### src/rtl/hdc_pkg.sv
// Shared FSM states, slot indices and channel geometry for the HDC SRAM loader.
// Channel counts and widths default here unless the build defines them first.
`ifndef HV_DIMENSION
`define HV_DIMENSION 40
`endif
`ifndef GSR_NUM_CHANNEL
`define GSR_NUM_CHANNEL 3
`endif
`ifndef ECG_NUM_CHANNEL
`define ECG_NUM_CHANNEL 6
`endif
`ifndef EEG_NUM_CHANNEL
`define EEG_NUM_CHANNEL 7
`endif
`ifndef GSR_SRAM_ADDR_WIDTH
`define GSR_SRAM_ADDR_WIDTH 2
`endif
`ifndef ECG_SRAM_ADDR_WIDTH
`define ECG_SRAM_ADDR_WIDTH 3
`endif
`ifndef EEG_SRAM_ADDR_WIDTH
`define EEG_SRAM_ADDR_WIDTH 3
`endif

package hdc_pkg;
    localparam int HV_W      = `HV_DIMENSION;
    localparam int GSR_CH    = `GSR_NUM_CHANNEL;
    localparam int ECG_CH    = `ECG_NUM_CHANNEL;
    localparam int EEG_CH    = `EEG_NUM_CHANNEL;
    localparam int GSR_AW    = `GSR_SRAM_ADDR_WIDTH;
    localparam int ECG_AW    = `ECG_SRAM_ADDR_WIDTH;
    localparam int EEG_AW    = `EEG_SRAM_ADDR_WIDTH;
    localparam int NUM_SLOTS = 9;
    localparam int SLOT_W    = 4;
    localparam int ROW_W     = (EEG_CH > 1) ? $clog2(EEG_CH) : 1;

    localparam logic [SLOT_W-1:0] SLOT_GSR_IM  = 4'd0;
    localparam logic [SLOT_W-1:0] SLOT_GSR_POS = 4'd1;
    localparam logic [SLOT_W-1:0] SLOT_GSR_NEG = 4'd2;
    localparam logic [SLOT_W-1:0] SLOT_ECG_IM  = 4'd3;
    localparam logic [SLOT_W-1:0] SLOT_ECG_POS = 4'd4;
    localparam logic [SLOT_W-1:0] SLOT_ECG_NEG = 4'd5;
    localparam logic [SLOT_W-1:0] SLOT_EEG_IM  = 4'd6;
    localparam logic [SLOT_W-1:0] SLOT_EEG_POS = 4'd7;
    localparam logic [SLOT_W-1:0] SLOT_EEG_NEG = 4'd8;

    typedef enum logic [2:0] {IDLE, COLLECT, ROW_WR, COMMIT, DONE} state_e;

    function automatic int mod_channels(input int slot);
        if (slot < 3) return GSR_CH;
        if (slot < 6) return ECG_CH;
        return EEG_CH;
    endfunction

    function automatic logic slot_active(input logic [ROW_W-1:0] r, input int slot);
        return int'(r) < mod_channels(slot);
    endfunction

    // EEG has the most channels, so every row owns at least the EEG slots.
    function automatic logic [SLOT_W-1:0] first_slot(input logic [ROW_W-1:0] r);
        if (slot_active(r, 0)) return SLOT_GSR_IM;
        if (slot_active(r, 3)) return SLOT_ECG_IM;
        return SLOT_EEG_IM;
    endfunction

`ifdef HDC_SRAM_LOADER_CHECKSUM_EN
    // Bit i lands in lane i%16: same as XOR of zero-padded 16-bit chunks.
    function automatic logic [15:0] fold16(input logic [HV_W-1:0] v);
        logic [15:0] c;
        c = '0;
        for (int i = 0; i < HV_W; i++) c[i % 16] = c[i % 16] ^ v[i];
        return c;
    endfunction
`endif
endpackage

### src/rtl/hdc_slot_sequencer.sv
// Walks the 9 slots of a row, skipping modalities whose channels are exhausted.
module hdc_slot_sequencer
    import hdc_pkg::*;
(
    input  logic [ROW_W-1:0]  r_i,
    input  logic [SLOT_W-1:0] s_i,
    output logic [SLOT_W-1:0] nxt_slot_o,
    output logic              row_last_o,
    output logic              load_last_o
);
    always_comb begin
        nxt_slot_o = s_i;
        row_last_o = 1'b1;
        // Descending scan so the lowest active slot above s_i wins.
        for (int k = NUM_SLOTS - 1; k >= 0; k--) begin
            if (k > int'(s_i) && slot_active(r_i, k)) begin
                nxt_slot_o = SLOT_W'(k);
                row_last_o = 1'b0;
            end
        end
        load_last_o = row_last_o && (int'(r_i) == EEG_CH - 1);
    end
endmodule

### src/rtl/hdc_sram_loader.sv
// Streams hypervector beats into per-slot staging, presents one SRAM row per
// ROW_WR cycle, then commits. Optional checksum: HDC_SRAM_LOADER_CHECKSUM_EN.
module hdc_sram_loader
    import hdc_pkg::*;
(
    input  logic              clk,
    input  logic              rst,
    input  logic              start,
    input  logic [HV_W-1:0]   hv_in,
    input  logic              hv_in_valid,
    output logic              hv_in_ready,
    output logic              load_done,
    output logic              write_enable,
    output logic              write_enable_valid,
    output logic [GSR_AW-1:0] FPGA_GSR_im_sram_addr,
    output logic [GSR_AW-1:0] FPGA_GSR_projm_pos_sram_addr,
    output logic [GSR_AW-1:0] FPGA_GSR_projm_neg_sram_addr,
    output logic [HV_W-1:0]   FPGA_GSR_im_sram_hvin,
    output logic [HV_W-1:0]   FPGA_GSR_projm_pos_sram_hvin,
    output logic [HV_W-1:0]   FPGA_GSR_projm_neg_sram_hvin,
    output logic [ECG_AW-1:0] FPGA_ECG_im_sram_addr,
    output logic [ECG_AW-1:0] FPGA_ECG_projm_pos_sram_addr,
    output logic [ECG_AW-1:0] FPGA_ECG_projm_neg_sram_addr,
    output logic [HV_W-1:0]   FPGA_ECG_im_sram_hvin,
    output logic [HV_W-1:0]   FPGA_ECG_projm_pos_sram_hvin,
    output logic [HV_W-1:0]   FPGA_ECG_projm_neg_sram_hvin,
    output logic [EEG_AW-1:0] FPGA_EEG_im_sram_addr,
    output logic [EEG_AW-1:0] FPGA_EEG_projm_pos_sram_addr,
    output logic [EEG_AW-1:0] FPGA_EEG_projm_neg_sram_addr,
    output logic [HV_W-1:0]   FPGA_EEG_im_sram_hvin,
    output logic [HV_W-1:0]   FPGA_EEG_projm_pos_sram_hvin,
    output logic [HV_W-1:0]   FPGA_EEG_projm_neg_sram_hvin
`ifdef HDC_SRAM_LOADER_CHECKSUM_EN
    ,
    output logic [15:0]       checksum
`endif
);
    state_e                           state_q, state_d;
    logic [ROW_W-1:0]                 r_q, r_d;
    logic [SLOT_W-1:0]                s_q, s_d;
    logic [NUM_SLOTS-1:0][HV_W-1:0]   stg_q;
    logic [GSR_AW-1:0]                gsr_addr_q;
    logic [ECG_AW-1:0]                ecg_addr_q;
    logic [EEG_AW-1:0]                eeg_addr_q;
    logic [SLOT_W-1:0]                nxt_slot;
    logic                             row_last, load_last, accept, row_end;

    hdc_slot_sequencer u_seq (
        .r_i         (r_q),
        .s_i         (s_q),
        .nxt_slot_o  (nxt_slot),
        .row_last_o  (row_last),
        .load_last_o (load_last)
    );

    assign hv_in_ready        = (state_q == COLLECT);
    assign accept             = hv_in_valid && hv_in_ready;
    assign row_end            = accept && row_last;
    assign write_enable_valid = (state_q == COLLECT) || (state_q == ROW_WR) || (state_q == COMMIT);
    assign write_enable       = (state_q == COMMIT);
    assign load_done          = (state_q == DONE);

    always_comb begin
        state_d = state_q;
        r_d     = r_q;
        s_d     = s_q;
        case (state_q)
            IDLE, DONE: if (start) begin
                state_d = COLLECT;
                r_d     = '0;
                s_d     = first_slot('0);
            end
            COLLECT: if (accept) begin
                if (row_last) state_d = ROW_WR;
                else          s_d     = nxt_slot;
            end
            ROW_WR: if (load_last) begin
                state_d = COMMIT;
            end else begin
                state_d = COLLECT;
                r_d     = r_q + 1'b1;
                s_d     = first_slot(r_q + 1'b1);
            end
            COMMIT:  state_d = DONE;
            default: state_d = IDLE;
        endcase
    end

    // Addresses latch r on the row's last beat so they read r during ROW_WR;
    // exhausted modalities keep their final row address and data.
    always_ff @(posedge clk) begin
        if (rst) begin
            state_q    <= IDLE;
            r_q        <= '0;
            s_q        <= '0;
            stg_q      <= '0;
            gsr_addr_q <= '0;
            ecg_addr_q <= '0;
            eeg_addr_q <= '0;
        end else begin
            state_q <= state_d;
            r_q     <= r_d;
            s_q     <= s_d;
            if (accept) stg_q[s_q] <= hv_in;
            if (row_end && slot_active(r_q, 0)) gsr_addr_q <= GSR_AW'(r_q);
            if (row_end && slot_active(r_q, 3)) ecg_addr_q <= ECG_AW'(r_q);
            if (row_end && slot_active(r_q, 6)) eeg_addr_q <= EEG_AW'(r_q);
        end
    end

    assign FPGA_GSR_im_sram_addr        = gsr_addr_q;
    assign FPGA_GSR_projm_pos_sram_addr = gsr_addr_q;
    assign FPGA_GSR_projm_neg_sram_addr = gsr_addr_q;
    assign FPGA_ECG_im_sram_addr        = ecg_addr_q;
    assign FPGA_ECG_projm_pos_sram_addr = ecg_addr_q;
    assign FPGA_ECG_projm_neg_sram_addr = ecg_addr_q;
    assign FPGA_EEG_im_sram_addr        = eeg_addr_q;
    assign FPGA_EEG_projm_pos_sram_addr = eeg_addr_q;
    assign FPGA_EEG_projm_neg_sram_addr = eeg_addr_q;

    assign FPGA_GSR_im_sram_hvin        = stg_q[SLOT_GSR_IM];
    assign FPGA_GSR_projm_pos_sram_hvin = stg_q[SLOT_GSR_POS];
    assign FPGA_GSR_projm_neg_sram_hvin = stg_q[SLOT_GSR_NEG];
    assign FPGA_ECG_im_sram_hvin        = stg_q[SLOT_ECG_IM];
    assign FPGA_ECG_projm_pos_sram_hvin = stg_q[SLOT_ECG_POS];
    assign FPGA_ECG_projm_neg_sram_hvin = stg_q[SLOT_ECG_NEG];
    assign FPGA_EEG_im_sram_hvin        = stg_q[SLOT_EEG_IM];
    assign FPGA_EEG_projm_pos_sram_hvin = stg_q[SLOT_EEG_POS];
    assign FPGA_EEG_projm_neg_sram_hvin = stg_q[SLOT_EEG_NEG];

`ifdef HDC_SRAM_LOADER_CHECKSUM_EN
    logic [15:0] csum_q;

    always_ff @(posedge clk) begin
        if (rst)                                                 csum_q <= '0;
        else if ((state_q == IDLE || state_q == DONE) && start) csum_q <= '0;
        else if (accept)                                         csum_q <= csum_q ^ fold16(hv_in);
    end

    assign checksum = csum_q;
`endif
endmodule

### config.mk
export PLATFORM = sky130hd
export DESIGN_NAME = hdc_sram_loader
export DESIGN_NICKNAME = d
export VERILOG_FILES = /design/src/rtl/hdc_pkg.sv /design/src/rtl/hdc_slot_sequencer.sv /design/src/rtl/hdc_sram_loader.sv
export SDC_FILE = /design/constraint.sdc
export NUM_CORES = 1
export LEC_CHECK = 0
export CAP_MARGIN = 25
export CORE_MARGIN = 3
export CORE_UTILIZATION = 47
export CTS_CLUSTER_DIAMETER = 50
export DETAILED_ROUTE_END_ITERATION = 8
export PLACE_DENSITY = 0.91
export SLEW_MARGIN = 25
export SYNTH_ARGS = -nofsm -noshare
export SYNTH_HDL_FRONTEND = slang
export SYNTH_SLANG_ARGS = --single-unit
### constraint.sdc
create_clock -name clk -period 2.3 [get_ports clk]
set_clock_uncertainty 0.15 [all_clocks]
set_input_delay 0.46 -clock clk [delete_from_list [all_inputs] [get_ports clk]]
set_output_delay 0.46 -clock clk [all_outputs]
set_load 0.03 [all_outputs]
==> results.toml <==
[placement]
post-dp-hpwl_um = 34300
placedCellCount = 2465
pre_cts_slack_ps = -256
numPortBuffers = 431
gp_congestion = 0.906

[critical_path]
worstPathMaxFanout = 4
crit_path_max_incr_delay_ps = 740
worst-endpoint-arrival_ps = 1670
cp.buffers_inverters = 1
setup.worst_path.class = "reg2out"
critical_path.top_delay_family = "buffers and inverters"
critical_path.startpoint_type = "flop"
rrSetupSlack_ps = 60
critical_path.endpoint_type = "output pin"
critical_path_required_ps = 1690
timing.critical_path.slowest_stage_cell = "clkdlybuf4s50_1"
crit_path_cell_trace = "clkdlybuf4s50_1"

[job]
drv_cap = 0

[global_route]
grt_util_all_layers = 0.303
grt-ovfl-total = 0
wire_length_of_the_first_global_routing_pass_um = 75300
antenna_found_initial = 0
first_global_vias = 13781
grt_max_degree = 136

[clock_tree]
hold_buffers = 0
clock_latency_of_the_later_clocked_register_in_the_worst_skew_pair_ps = 520
cts.sink_count = 378
cts_root_buffer = "clkbuf_16"
ctsHtreeMaxLevel = 2
cts-root-to-sink-buffers = 3
clock_tree_from_tritoncts = "yes"
cts.clk_slew.worst_paths_ps = 60
cts_buffers = 40

[layout]
area_growth_from_synthesis_to_layout_pct = 43.2
instances_no_fill = 2537
antenna-diode-count = 0
final_util = 0.686
post_route_cells_drive_above_1_share = 0.0687
finalNetCount = 2171

[logic_synthesis]
synth.mux.area_fraction = 0.00445
synth_most_common_cell = "nand2_1"
synth_compound_area_frac = 0.149
synth-main-ff-cell = "dfxtp_1"
synthDominantCellAreaShare = 0.549
post_synth_most_frequent_cells = "nand2_1, dfxtp_1, a21oi_1"
share_of_synthesized_flip_flops_with_an_asynchronous_set_or_reset = 0
netlist_top_cells_area = "dfxtp_1, nand2_1, a21oi_1"
synth-simple-area-share = 0.232
synth_area_sq_um = 13800
number_of_unique_standard_cell_types_used_by_synthesis = 49
synth_adder_area_share = 0.00363
synth_fp_nets = 1826
synth_largest_area_cell = "dfxtp_1"
synth_top_family_by_area = "simple AND/OR/NAND/NOR gates"
synth_sequential_area_ratio = 0.549
synthesis.yosys.warnings = 0
synth_xor_area_frac = 0
count_of_mapped_cells_out_of_synthesis = 1778
synth_seq_cells = 378
synthesis.area_per_instance_sq_um = 7.75
synth-edff-count = 0

[floorplanning]
die_width_um = 177
initial_core_util = 0.479
num_io_pins = 432
die-area_sq_um = 31400
die_height_um = 177
core_area_sq_um = 28800
std_cell_rows = 62

[detailed_routing]
mean_routed_wirelength_per_cell_um = 19.8
drc = 0
routed_wire_length_um = 50100
firstDrtPassIters = 6
drt_iter0_markers = 1236
drt.antenna.violating_nets = 0
route.vias.total = 13894
vias_per_cell = 5.48

[sta]
setup-violations-final = 0
finalHoldWorstSlack_ps = 49.7
finalMaxSlewViolations = 0
final_min_period_over_clock_period = 0.991
timing.fmax_mhz = 439
postLayoutSetupSlackWorst_ps = 21.3
worst_slew_pin_slew_ps = 614
final-hold-violation-count = 0
period_needed_ps = 2280
maxSlewHeadroom = 0.589

[power_and_ir_drop]
max-vdd-ir-drop_mv = 0.563
finalPower_mw = 13.9
pwr_density_cell_nw_per_um2 = 704
cellLeakagePower_nw = 6.58

[worst_hold_path]
worst_hold_path_type = "in2reg"

[outcome]
run_status = "finished, final reports clean"
cells in the final DEF, fill, tap and decap left out, types with 4 or more instances in the layout:
cell type	count
dfxtp_1	377
clkinv_2	6
mux2i_1	5
o21ai_0	4
clkbuf_1	7
nand2_1	724
a21oi_1	371
nand3_1	4
nor4_4	8
nor2_1	16
clkinvlp_4	4
clkdlybuf4s50_1	424
clkbuf_16	41
inv_1	9
a211oi_1	4
buf_12	12
nor2b_1	4
nand4_1	7
clkbuf_8	8
inv_6	4
nand2b_1	6
nor3_1	8
ha_1	4
buf_4	46
cell families after synthesis:
group	Yosys count
AO/OA/AOI/OAI	396
adder cells (fa/ha/maj)	4
buffers and inverters	197
flip-flops	378
multiplexers	6
AND/OR/NAND/NOR	797
routing by layer:
layer	track usage	up-vias	part of all wire
li1	-	6405	-
met1	0.356	6530	0.37
met2	0.499	786	0.47
met3	0.0882	173	0.11
met4	0.162	0	0.053
met5	0	-	0
final timing paths:
| check | to | cells after the start | start |
|---|---|---|---|
| setup / recovery | FPGA_ECG_projm_pos_sram_addr[1] | 1 | FPGA_ECG_im_sram_addr[1]$_SDFFE_PP0P_ |
| hold / removal | FPGA_EEG_projm_neg_sram_hvin[8]$_SDFFE_PP0P_ | 2 | rst |
| setup reg to reg | FPGA_ECG_projm_pos_sram_hvin[17]$_SDFFE_PP0P_ | 6 | state_q[2]$_SDFFE_PP0P_ |
| hold reg to reg | FPGA_GSR_im_sram_hvin[33]$_SDFFE_PP0P_ | 2 | FPGA_GSR_im_sram_hvin[33]$_SDFFE_PP0P_ |
metrics by stage:
step	TNS, ps	cell area, sq um
6_report	0	19700
3_3_place_gp	-26110	18400
4_1_cts	0	19700
2_1_floorplan	0	13800
3_5_place_dp	-42050	18400
5_1_grt	-14.9	19700
area by class of cell:
cell class | count | area (sq um)
Fill cell | 2107 | 9040
Sequential cell | 378 | 7570
Multi-Input combinational cell | 1203 | 5440
Timing Repair Buffer | 490 | 4910
Clock buffer | 56 | 1160
Tap cell | 384 | 480
Clock inverter | 16 | 136
Inverter | 10 | 37.5
registers in the layout, summed over array words and instances, names as in the netlist:
| register | flops |
|---|---|
| FPGA_EEG_im_sram_hvin | 40 |
| FPGA_ECG_im_sram_hvin | 40 |
| FPGA_GSR_projm_neg_sram_hvin | 40 |
| FPGA_ECG_im_sram_addr | 3 |
| FPGA_GSR_projm_pos_sram_hvin | 40 |
| s_q | 4 |
| FPGA_ECG_projm_neg_sram_hvin | 40 |
| FPGA_ECG_projm_pos_sram_hvin | 40 |
| state_q | 3 |
| FPGA_GSR_im_sram_addr | 2 |
| FPGA_EEG_projm_neg_sram_hvin | 40 |
| FPGA_EEG_projm_pos_sram_hvin | 40 |
| r_q | 3 |
| FPGA_EEG_im_sram_addr | 3 |
| FPGA_GSR_im_sram_hvin | 40 |
repair_timing:
item,in CTS,in global routing
pin swaps,0,0
endpoints found under the setup margin,4,61
buffers inserted,0,0
gates resized for setup,10,6
power breakdown:
group          internal [mW]  leakage (nW)  switching [mW]
Combinational          0.293          2.90           0.619
Clock                   3.67         0.633            2.65
Sequential              6.62          3.05          0.0418
Power figures use the tool's default switching activity.
